$ cat config.mk
export PLATFORM = sky130hd
export DESIGN_NAME = ex_mem_pipe_nlane
export DESIGN_NICKNAME = d
export VERILOG_FILES = /design/src/rtl/ex_mem_pkg.sv /design/src/rtl/ex_mem_lane_reg.sv /design/src/rtl/ex_mem_pipe_nlane.sv
export SDC_FILE = /design/constraint.sdc
export NUM_CORES = 1
export LEC_CHECK = 0
export CORE_AREA = 2 2 143 145
export CTS_CLUSTER_DIAMETER = 30
export CTS_CLUSTER_SIZE = 30
export DETAILED_ROUTE_END_ITERATION = 10
export DIE_AREA = 0 0 145 147
export PLACE_DENSITY = 0.72
export SYNTH_ARGS = -nofsm -noshare
export SYNTH_HDL_FRONTEND = slang
export SYNTH_SLANG_ARGS = --single-unit
export TNS_END_PERCENT = 5
$ cat constraint.sdc
create_clock -name clk -period 2.3 [get_ports clk]
set_clock_uncertainty 0.2 [all_clocks]
set_input_delay 0.23 -clock clk [delete_from_list [all_inputs] [get_ports clk]]
set_output_delay 0.23 -clock clk [all_outputs]
set_load 0.05 [all_outputs]
$ cat src/rtl/ex_mem_pkg.sv
// Shared definitions for the N-lane EX/MEM pipeline register:
// default widths, MemtoReg encodings and the per-lane field bundle.
package ex_mem_pkg;

  localparam int DEF_LANES  = 2;
  localparam int DEF_DATA_W = 32;
  localparam int DEF_REG_W  = 5;
  localparam int DEF_PC_W   = 8;
  localparam int DEF_M2R_W  = 2;

  typedef enum logic [DEF_M2R_W-1:0] {
    M2R_ALU = 2'd0,
    M2R_MEM = 2'd1,
    M2R_PC  = 2'd2
  } mem2reg_e;

  // One lane's MEM-stage contents at the default widths.
  typedef struct packed {
    logic                  valid;
    logic [DEF_DATA_W-1:0] aluOut;
    logic [DEF_DATA_W-1:0] wdata;
    logic [DEF_REG_W-1:0]  dest;
    logic [DEF_PC_W-1:0]   pc;
    logic [DEF_PC_W-1:0]   pcplus;
    logic                  memRd;
    logic                  memWr;
    logic                  regWr;
    mem2reg_e              mem2reg;
  } ex_mem_lane_t;

endpackage

$ cat src/rtl/ex_mem_lane_reg.sv
// Single-lane EX/MEM register: holds on hold, loads zeros when killed or
// empty, and drops the register write for x0 or a squashed WAW writer.
module ex_mem_lane_reg
  import ex_mem_pkg::*;
#(
  parameter int DATA_W = DEF_DATA_W,
  parameter int REG_W  = DEF_REG_W,
  parameter int PC_W   = DEF_PC_W,
  parameter int M2R_W  = DEF_M2R_W
) (
  input  logic              clk,
  input  logic              reset,
  input  logic              hold,
  input  logic              kill,
  input  logic              squashWr,
  input  logic              validIn,
  input  logic [DATA_W-1:0] aluIn,
  input  logic [DATA_W-1:0] wdataIn,
  input  logic [REG_W-1:0]  destIn,
  input  logic [PC_W-1:0]   pcIn,
  input  logic [PC_W-1:0]   pcplusIn,
  input  logic              memRdIn,
  input  logic              memWrIn,
  input  logic              regWrIn,
  input  logic [M2R_W-1:0]  mem2regIn,
  output logic              validOut,
  output logic [DATA_W-1:0] aluOut,
  output logic [DATA_W-1:0] wdataOut,
  output logic [REG_W-1:0]  destOut,
  output logic [PC_W-1:0]   pcOut,
  output logic [PC_W-1:0]   pcplusOut,
  output logic              memRdOut,
  output logic              memWrOut,
  output logic              regWrOut,
  output logic [M2R_W-1:0]  mem2regOut
);

  logic loadLane;
  assign loadLane = validIn && !kill;

  always_ff @(posedge clk or negedge reset) begin
    if (!reset) begin
      validOut   <= 1'b0;
      aluOut     <= '0;
      wdataOut   <= '0;
      destOut    <= '0;
      pcOut      <= '0;
      pcplusOut  <= '0;
      memRdOut   <= 1'b0;
      memWrOut   <= 1'b0;
      regWrOut   <= 1'b0;
      mem2regOut <= '0;
    end else if (!hold) begin
      if (loadLane) begin
        validOut   <= 1'b1;
        aluOut     <= aluIn;
        wdataOut   <= wdataIn;
        destOut    <= destIn;
        pcOut      <= pcIn;
        pcplusOut  <= pcplusIn;
        memRdOut   <= memRdIn;
        memWrOut   <= memWrIn;
        // x0 is never written; a younger same-dest writer in the bundle wins.
        regWrOut   <= regWrIn && (destIn != '0) && !squashWr;
        mem2regOut <= mem2regIn;
      end else begin
        validOut   <= 1'b0;
        aluOut     <= '0;
        wdataOut   <= '0;
        destOut    <= '0;
        pcOut      <= '0;
        pcplusOut  <= '0;
        memRdOut   <= 1'b0;
        memWrOut   <= 1'b0;
        regWrOut   <= 1'b0;
        mem2regOut <= '0;
      end
    end
  end

endmodule

$ cat src/rtl/ex_mem_pipe_nlane.sv
// N-lane EX/MEM pipeline register with stall, cascading flush and WAW squash.
// Optional EX_MEM_PERF_CNT_EN adds kill_cnt / stall_cnt performance counters.
module ex_mem_pipe_nlane
  import ex_mem_pkg::*;
#(
  parameter int LANES  = DEF_LANES,
  parameter int DATA_W = DEF_DATA_W,
  parameter int REG_W  = DEF_REG_W,
  parameter int PC_W   = DEF_PC_W,
  parameter int M2R_W  = DEF_M2R_W
) (
  input  logic                      clk,
  input  logic                      reset,
  input  logic                      stall_M,
  input  logic [LANES-1:0]          flush_E,
  input  logic [LANES-1:0]          valid_E,
  input  logic [LANES*DATA_W-1:0]   alu_out_E,
  input  logic [LANES*DATA_W-1:0]   wdata_E,
  input  logic [LANES*REG_W-1:0]    dest_E,
  input  logic [LANES*PC_W-1:0]     pc_E,
  input  logic [LANES*PC_W-1:0]     pcplus_E,
  input  logic [LANES-1:0]          mem_rd_E,
  input  logic [LANES-1:0]          mem_wr_E,
  input  logic [LANES-1:0]          reg_wr_E,
  input  logic [LANES*M2R_W-1:0]    mem2reg_E,
  output logic [LANES-1:0]          valid_M,
  output logic [LANES*DATA_W-1:0]   alu_out_M,
  output logic [LANES*DATA_W-1:0]   wdata_M,
  output logic [LANES*REG_W-1:0]    dest_M,
  output logic [LANES*PC_W-1:0]     pc_M,
  output logic [LANES*PC_W-1:0]     pcplus_M,
  output logic [LANES-1:0]          mem_rd_M,
  output logic [LANES-1:0]          mem_wr_M,
  output logic [LANES-1:0]          reg_wr_M,
  output logic [LANES*M2R_W-1:0]    mem2reg_M
`ifdef EX_MEM_PERF_CNT_EN
  ,
  output logic [31:0]               kill_cnt,
  output logic [31:0]               stall_cnt
`endif
);

  // Stage handshake: stall_M=1 freezes every MEM lane and ignores flush_E
  // (held contents are older); flush_E and valid_E act only on load edges.

  logic [LANES-1:0] killMask;
  logic [LANES-1:0] survive;
  logic [LANES-1:0] wawSquash;
  logic             flushSeen;

  // A flush on any older-or-equal lane kills this lane.
  always_comb begin
    killMask  = '0;
    flushSeen = 1'b0;
    for (int i = 0; i < LANES; i++) begin
      flushSeen   = flushSeen | flush_E[i];
      killMask[i] = flushSeen;
    end
  end

  assign survive = valid_E & ~killMask;

  always_comb begin
    wawSquash = '0;
    for (int i = 0; i < LANES; i++) begin
      for (int j = i + 1; j < LANES; j++) begin
        if (survive[i] && survive[j] && reg_wr_E[i] && reg_wr_E[j] &&
            (dest_E[i*REG_W +: REG_W] == dest_E[j*REG_W +: REG_W]) &&
            (dest_E[i*REG_W +: REG_W] != '0)) begin
          wawSquash[i] = 1'b1;
        end
      end
    end
  end

  for (genvar g = 0; g < LANES; g++) begin : g_lane
    ex_mem_lane_reg #(
      .DATA_W (DATA_W),
      .REG_W  (REG_W),
      .PC_W   (PC_W),
      .M2R_W  (M2R_W)
    ) u_lane_reg (
      .clk        (clk),
      .reset      (reset),
      .hold       (stall_M),
      .kill       (killMask[g]),
      .squashWr   (wawSquash[g]),
      .validIn    (valid_E[g]),
      .aluIn      (alu_out_E[g*DATA_W +: DATA_W]),
      .wdataIn    (wdata_E[g*DATA_W +: DATA_W]),
      .destIn     (dest_E[g*REG_W +: REG_W]),
      .pcIn       (pc_E[g*PC_W +: PC_W]),
      .pcplusIn   (pcplus_E[g*PC_W +: PC_W]),
      .memRdIn    (mem_rd_E[g]),
      .memWrIn    (mem_wr_E[g]),
      .regWrIn    (reg_wr_E[g]),
      .mem2regIn  (mem2reg_E[g*M2R_W +: M2R_W]),
      .validOut   (valid_M[g]),
      .aluOut     (alu_out_M[g*DATA_W +: DATA_W]),
      .wdataOut   (wdata_M[g*DATA_W +: DATA_W]),
      .destOut    (dest_M[g*REG_W +: REG_W]),
      .pcOut      (pc_M[g*PC_W +: PC_W]),
      .pcplusOut  (pcplus_M[g*PC_W +: PC_W]),
      .memRdOut   (mem_rd_M[g]),
      .memWrOut   (mem_wr_M[g]),
      .regWrOut   (reg_wr_M[g]),
      .mem2regOut (mem2reg_M[g*M2R_W +: M2R_W])
    );
  end

`ifdef EX_MEM_PERF_CNT_EN
  logic [31:0] killedNow;

  // Only lanes that carried a real instruction count as killed.
  always_comb begin
    killedNow = '0;
    for (int i = 0; i < LANES; i++) begin
      killedNow = killedNow + 32'(killMask[i] & valid_E[i]);
    end
  end

  always_ff @(posedge clk or negedge reset) begin
    if (!reset) begin
      kill_cnt  <= '0;
      stall_cnt <= '0;
    end else if (stall_M) begin
      stall_cnt <= stall_cnt + 32'd1;
    end else begin
      kill_cnt  <= kill_cnt + killedNow;
    end
  end
`endif

endmodule
==> results of run 1 <==
cell families after synthesis:
| kind of cell | count (synthesis) | synth area share, % |
|---|---|---|
| simple gates | 10 | 1.01 |
| xor+xnor | 5 | 0.643 |
| flops | 182 | 66.9 |
| compound gates | 184 | 25.1 |
| buf+inv | 48 | 6.32 |
registers in the layout, summed over array words and instances (netlist names):
signal	flops
g_lane.u_lane_reg.aluOut	64
g_lane.u_lane_reg.destOut	10
g_lane.u_lane_reg.mem2regOut	4
g_lane.u_lane_reg.memRdOut	2
g_lane.u_lane_reg.memWrOut	2
g_lane.u_lane_reg.pcOut	16
g_lane.u_lane_reg.pcplusOut	16
g_lane.u_lane_reg.regWrOut	2
g_lane.u_lane_reg.validOut	2
g_lane.u_lane_reg.wdataOut	64
cell usage in the layout, fill, tap and decap left out, drive strengths merged, types with 2 or more instances in the layout:
| master | count |
|---|---|
| a21o | 2 |
| a22o | 178 |
| buf | 16 |
| bufinv | 2 |
| clkbuf | 19 |
| clkdlybuf4s50 | 366 |
| clkinv | 3 |
| clkinvlp | 2 |
| dfrtp | 182 |
| dlygate4sd3 | 2 |
| inv | 5 |
| nand2 | 2 |
| nor3b | 2 |
| xnor2 | 5 |
worst max path at each step:
stage                                                   from                                           end  cells past startpoint
2_1_floorplan                                      dest_E[2]     g_lane[0].u_lane_reg.regWrOut$_DFFE_PN0N_                      3
3_3_place_gp                                      flush_E[0]  g_lane[1].u_lane_reg.wdataOut[1]$_DFFE_PN0N_                      5
3_5_place_dp                                      flush_E[0]   g_lane[1].u_lane_reg.aluOut[27]$_DFFE_PN0N_                      5
4_1_cts        g_lane[1].u_lane_reg.wdataOut[18]$_DFFE_PN0N_                                   wdata_M[50]                      1
5_1_grt            g_lane[1].u_lane_reg.regWrOut$_DFFE_PN0N_                                   reg_wr_M[1]                      1
6_report       g_lane[1].u_lane_reg.wdataOut[18]$_DFFE_PN0N_                                   wdata_M[50]                      1
layout make-up:
| cell class | count | area, sq um |
|---|---|---|
| Tap cell | 270 | 338 |
| Sequential cell | 182 | 4550 |
| Clock buffer | 19 | 433 |
| Multi-Input combinational cell | 199 | 1830 |
| Fill cell | 1654 | 8650 |
| Clock inverter | 12 | 141 |
| Timing Repair Buffer | 384 | 3900 |
power breakdown:
part | total, mW | internal [mW] | switching [mW] | leakage, nW
Clock | 2.89 | 1.62 | 1.27 | 0.275
Sequential | 3.43 | 3.35 | 0.0875 | 2.48
Combinational | 1.52 | 0.673 | 0.852 | 2.19
Total | 7.84 | 5.63 | 2.21 | 4.94
layer usage:
| metal | part of all wire [%] | global-route usage [%] | vias up |
|---|---|---|---|
| met1 | 42 | 23.8 | 2570 |
| met5 | 0 | 0 | - |
| met3 | 6.9 | 5.40 | 27 |
| li1 | - | - | 2353 |
| met4 | 2.3 | 6.88 | 0 |
| met2 | 49 | 31.1 | 242 |
stage by stage:
step | cell area (sq um) | instances
2_1_floorplan | 6810 | 429
3_3_place_gp | 10600 | 1033
3_5_place_dp | 10600 | 1033
4_1_cts | 11200 | 1066
5_1_grt | 11200 | 1066
6_report | 11200 | 1066
==> out/metrics.yaml, run 1 <==
drv_slew: 0
synth_commonest_cells: "182 x dfrtp_1, 97 x a22o_1, 81 x a22o_2, 18 x buf_4, 16 x buf_2"
die_area_sq_um: 21300
overflow: 0
rsz0062_at_grt: "no"
io_buffer_count: 368
initial_utilization_pct: 34.3
ir_worst_vdd_mv: 0.448
cts_buffers: 17
worst_pin_slew_ns: 0.574
timing.hold.ws_ns: 0.0972
fin_setup_tns_ns: 0
avgViaCountPerCell: 4.87
wl_per_cell_um: 19.1
dieHeight_um: 147
ys_seq_area_share_pct: 66.9
path_delay_family: "buffers and inverters"
cts_tree: "yes"
status: "complete, no violations"
grt_start_max_net_pins: 86
yosysTopAreaCellShare_pct: 66.9
yosys_warnings: 0
drtAntennaViolNets: 0
hp-class: "in2async"
crit_arrival_ns: 1.65
worstSetupPathType: "reg2out"
setup-violations-final: 0
clk_latency_ns: 0.41
path_cells: "clkdlybuf4s50_1"
core_sq_um: 19800
max_stage_delay_ns: 0.83
cts_sinks: 182
r2r_end: "g_lane[0].u_lane_reg.regWrOut$_DFFE_PN0N_"
yosys_register_bits: 182
vias: 5192
dr.pass1.iters: 4
pre_cts_slack_ns: 0.258
synth_area_leader_cell: "dfrtp_1"
yosys-top-cells-area: "dfrtp_1 67%, a22o_1 12%, a22o_2 12%"
cp_slowest_cell: "clkdlybuf4s50_1"
cp_num_buf_inv: 1
period_share_pct: 90.3
synth_flop_cell: "dfrtp_1"
core.rowCount: 52
antenna_found_initial: 0
num_antenna_cells: 0
drc_errors: 0
cts.path.max_buffers: 2
syn_inst: 429
synth.distinct_cells: 22
syn_to_final_growth_pct: 64.4
hold_viol_final: 0
max_cap_violations: 0
total_power_mw: 7.84
wl_um: 20400
crit_fanout: 2
syn-num-nets: 616
fp.dieW_um: 145
gr-usage-all-layers_pct: 18.9
clk_pin_slew_ns: 0.07
cts_setup_buffers: 0
fin_ws_ns: 0.224
start_kind: "flip-flop"
grt_pass1_vias: 5459
p_leak_nw: 4.94
ctsResizeCount: 0
nets: 971
hpwlAfterDp_um: 14600
period_needed_ns: 2.08
fmax_ghz: 0.482
reg2reg_slack_ns: 1.02
avgSynthCellArea_sq_um: 15.9
cp-end-kind: "output pin"
drive_gt1_share_pct: 16.2
utilization_pct: 56.4
r2r-start: "g_lane[0].u_lane_reg.regWrOut$_DFFE_PN0N_"
synth.cell_area_sq_um: 6810
yosysMostFrequentCell: "dfrtp_1"
root_buffer: "clkbuf_16"
cp.required_ns: 1.87
maxSlewHeadroom_pct: 61.6
grt_pass1_wl_um: 31600
synth-edff-count: 0
pin_count: 369
synthArstFlopShare_pct: 100
gp_congestion: 0.803
first_iter_violations: 178
postCtsHoldBufs: 2
p_per_area_nw_per_um2: 701
r2r_cells: 3
cts_max_level: 4
Note: power is estimated with default switching activity, not from simulation.
==> inputs of run 2 (changes only) <==
Settings changed: SLEW_MARGIN from default to 10.
==> results of run 2 <==
Same layout as run 1: the final DEF is identical, and so are final timing and power.
==> inputs of run 3 (changes only) <==
Settings changed: PLACE_DENSITY 0.72 to 0.73.
==> out/metrics.yaml, run 3 (synthesis gave the netlist of run 1 again) <==
hold_path_depth: 2
root_buffer: "clkbuf_16"
fp.dieW_um: 145  # unchanged
grt_start_max_net_pins: 93  # +8.1%
drive_gt1_share_pct: 16.9  # +0.69 points
p_leak_nw: 4.98  # +0.86%
cp-end-kind: "output pin"
r2r_end: "g_lane[0].u_lane_reg.regWrOut$_DFFE_PN0N_"
wl_per_cell_um: 18.9  # -1.5%
dieHeight_um: 147  # unchanged
first_iter_violations: 205  # +15%
gr-usage-all-layers_pct: 19.0  # +0.16 points
status: "complete, no violations"
reg2reg_slack_ns: 1.15  # +0.13 ns
max_stage_delay_ns: 0.86  # +0.03 ns
worstSetupPathType: "reg2out"
stdcell_area_sq_um: 11300  # +0.69%
cp_slowest_cell: "clkdlybuf4s50_1"
pre_cts_slack_ns: 0.296  # +0.0383 ns
drc_errors: 0  # unchanged
setup-violations-final: 0  # unchanged
core.rowCount: 52  # unchanged
path_cells: "clkdlybuf4s50_1"
dr.pass1.iters: 4  # unchanged
nets: 974  # +0.31%
rsz0062_at_grt: "no"
utilization_pct: 56.8  # +0.39 points
pin_count: 369  # unchanged
cts_sinks: 182  # unchanged
grt_pass1_wl_um: 31800  # +0.59%
min_from: "stall_M"
clk_pin_slew_ns: 0.07  # about the same
fmax_ghz: 0.483  # +0.21%
maxSlewHeadroom_pct: 61.3  # -0.33 points
reg.largest.list: "g_lane.u_lane_reg.aluOut: 64 flops, g_lane.u_lane_reg.wdataOut: 64 flops"
crit_fanout: 2  # unchanged
avgViaCountPerCell: 4.83  # -0.80%
period_share_pct: 90.1  # -0.19 points
fin_setup_tns_ns: 0  # unchanged
initial_utilization_pct: 34.3  # unchanged
num_antenna_cells: 0  # unchanged
r2r-start: "g_lane[0].u_lane_reg.regWrOut$_DFFE_PN0N_"
hold_end: "g_lane[0].u_lane_reg.pcOut[3]$_DFFE_PN0N_"
r2r_cells: 3  # unchanged
drv_slew: 0  # unchanged
cp_num_buf_inv: 1  # unchanged
cts.path.max_buffers: 2  # unchanged
max_cap_violations: 0  # unchanged
gp_congestion: 0.789  # -1.7%
grt_pass1_vias: 5540  # +1.5%
die_area_sq_um: 21300  # unchanged
path_delay_family: "buffers and inverters"
ir_worst_vdd_mv: 0.453  # +1.3%
io_buffer_count: 368  # unchanged
period_needed_ns: 2.07  # -0.00428 ns
drtAntennaViolNets: 0  # unchanged
p_per_area_nw_per_um2: 717  # +2.3%
hold_viol_final: 0  # unchanged
cts_max_level: 4  # unchanged
worst_pin_slew_ns: 0.581  # +0.00670 ns
postCtsHoldBufs: 1  # -1
hp-class: "in2reg"
clk_latency_ns: 0.42  # about the same
wl_um: 20200  # -1.2%
cp.required_ns: 1.87  # about the same
final_cell_mix: "365 x clkdlybuf4s50_1, 182 x dfrtp_1, 97 x a22o_1"
crit_arrival_ns: 1.64  # about the same
hpwlAfterDp_um: 14700  # +0.28%
start_kind: "flip-flop"
post_dp_cell_area_sq_um: 10600  # +0.38%
cts_setup_buffers: 0  # unchanged
overflow: 0  # unchanged
core_sq_um: 19800  # unchanged
cts_tree: "yes"
cts_buffers: 17  # unchanged
vias: 5165  # -0.52%
antenna_found_initial: 0  # unchanged
layout_commonest_cell: "clkdlybuf4s50_1"
ctsResizeCount: 0  # unchanged
fin_ws_ns: 0.228  # +0.00428 ns
syn_to_final_growth_pct: 65.6
## run 3: power by group
group          internal, mW  switching (mW)  total [mW]
logic                 0.677           0.850        1.53
registers              3.34          0.0838        3.43
clock network          1.83            1.29        3.12
## run 3: layer usage
metal,global-route usage (%),share of wire [%],vias to the layer above
met2,30.5,47,228
met5,0,0,-
met4,6.09,2.3,0
met3,6.15,7.2,27
met1,24.6,43,2555
li1,-,-,2355
## run 3: how the worst max path moves through the flow
stage	startpoint	end	slack, ns	cells after the start
after floorplan	dest_E[2]	g_lane[0].u_lane_reg.regWrOut$_DFFE_PN0N_	1.01	3
after global placement	flush_E[0]	g_lane[1].u_lane_reg.aluOut[18]$_DFFE_PN0N_	0.34	5
after detailed placement	flush_E[0]	g_lane[1].u_lane_reg.aluOut[11]$_DFFE_PN0N_	0.30	5
after CTS	g_lane[1].u_lane_reg.destOut[0]$_DFFE_PN0N_	dest_M[5]	0.20	1
after global routing	g_lane[0].u_lane_reg.regWrOut$_DFFE_PN0N_	reg_wr_M[0]	0.17	1
final	g_lane[1].u_lane_reg.wdataOut[26]$_DFFE_PN0N_	wdata_M[58]	0.23	1
## run 3: per-stage QoR
| stage | total power, mW | hold WS (ns) | std cells |
|---|---|---|---|
| final | 8.08 | 0.0770 | 1069 |
| after global routing | 8.40 | 0.0703 | 1069 |
| after CTS | 8.18 | 0.0645 | 1069 |
| after detailed placement | 5.03 | 0.0535 | 1037 |
| after global placement | 5.01 | 0.0540 | 1037 |
| after floorplan | 4.26 | -0.266 | 429 |
## run 3: cell type report
cell class              count  area (sq um)
multi-input cells         199          1830
fillers                  1652          8570
well taps                 270           338
repair buffers            387          3930
flip-flops and latches    182          4550
clock inverters            13           193
clock buffers              18           429
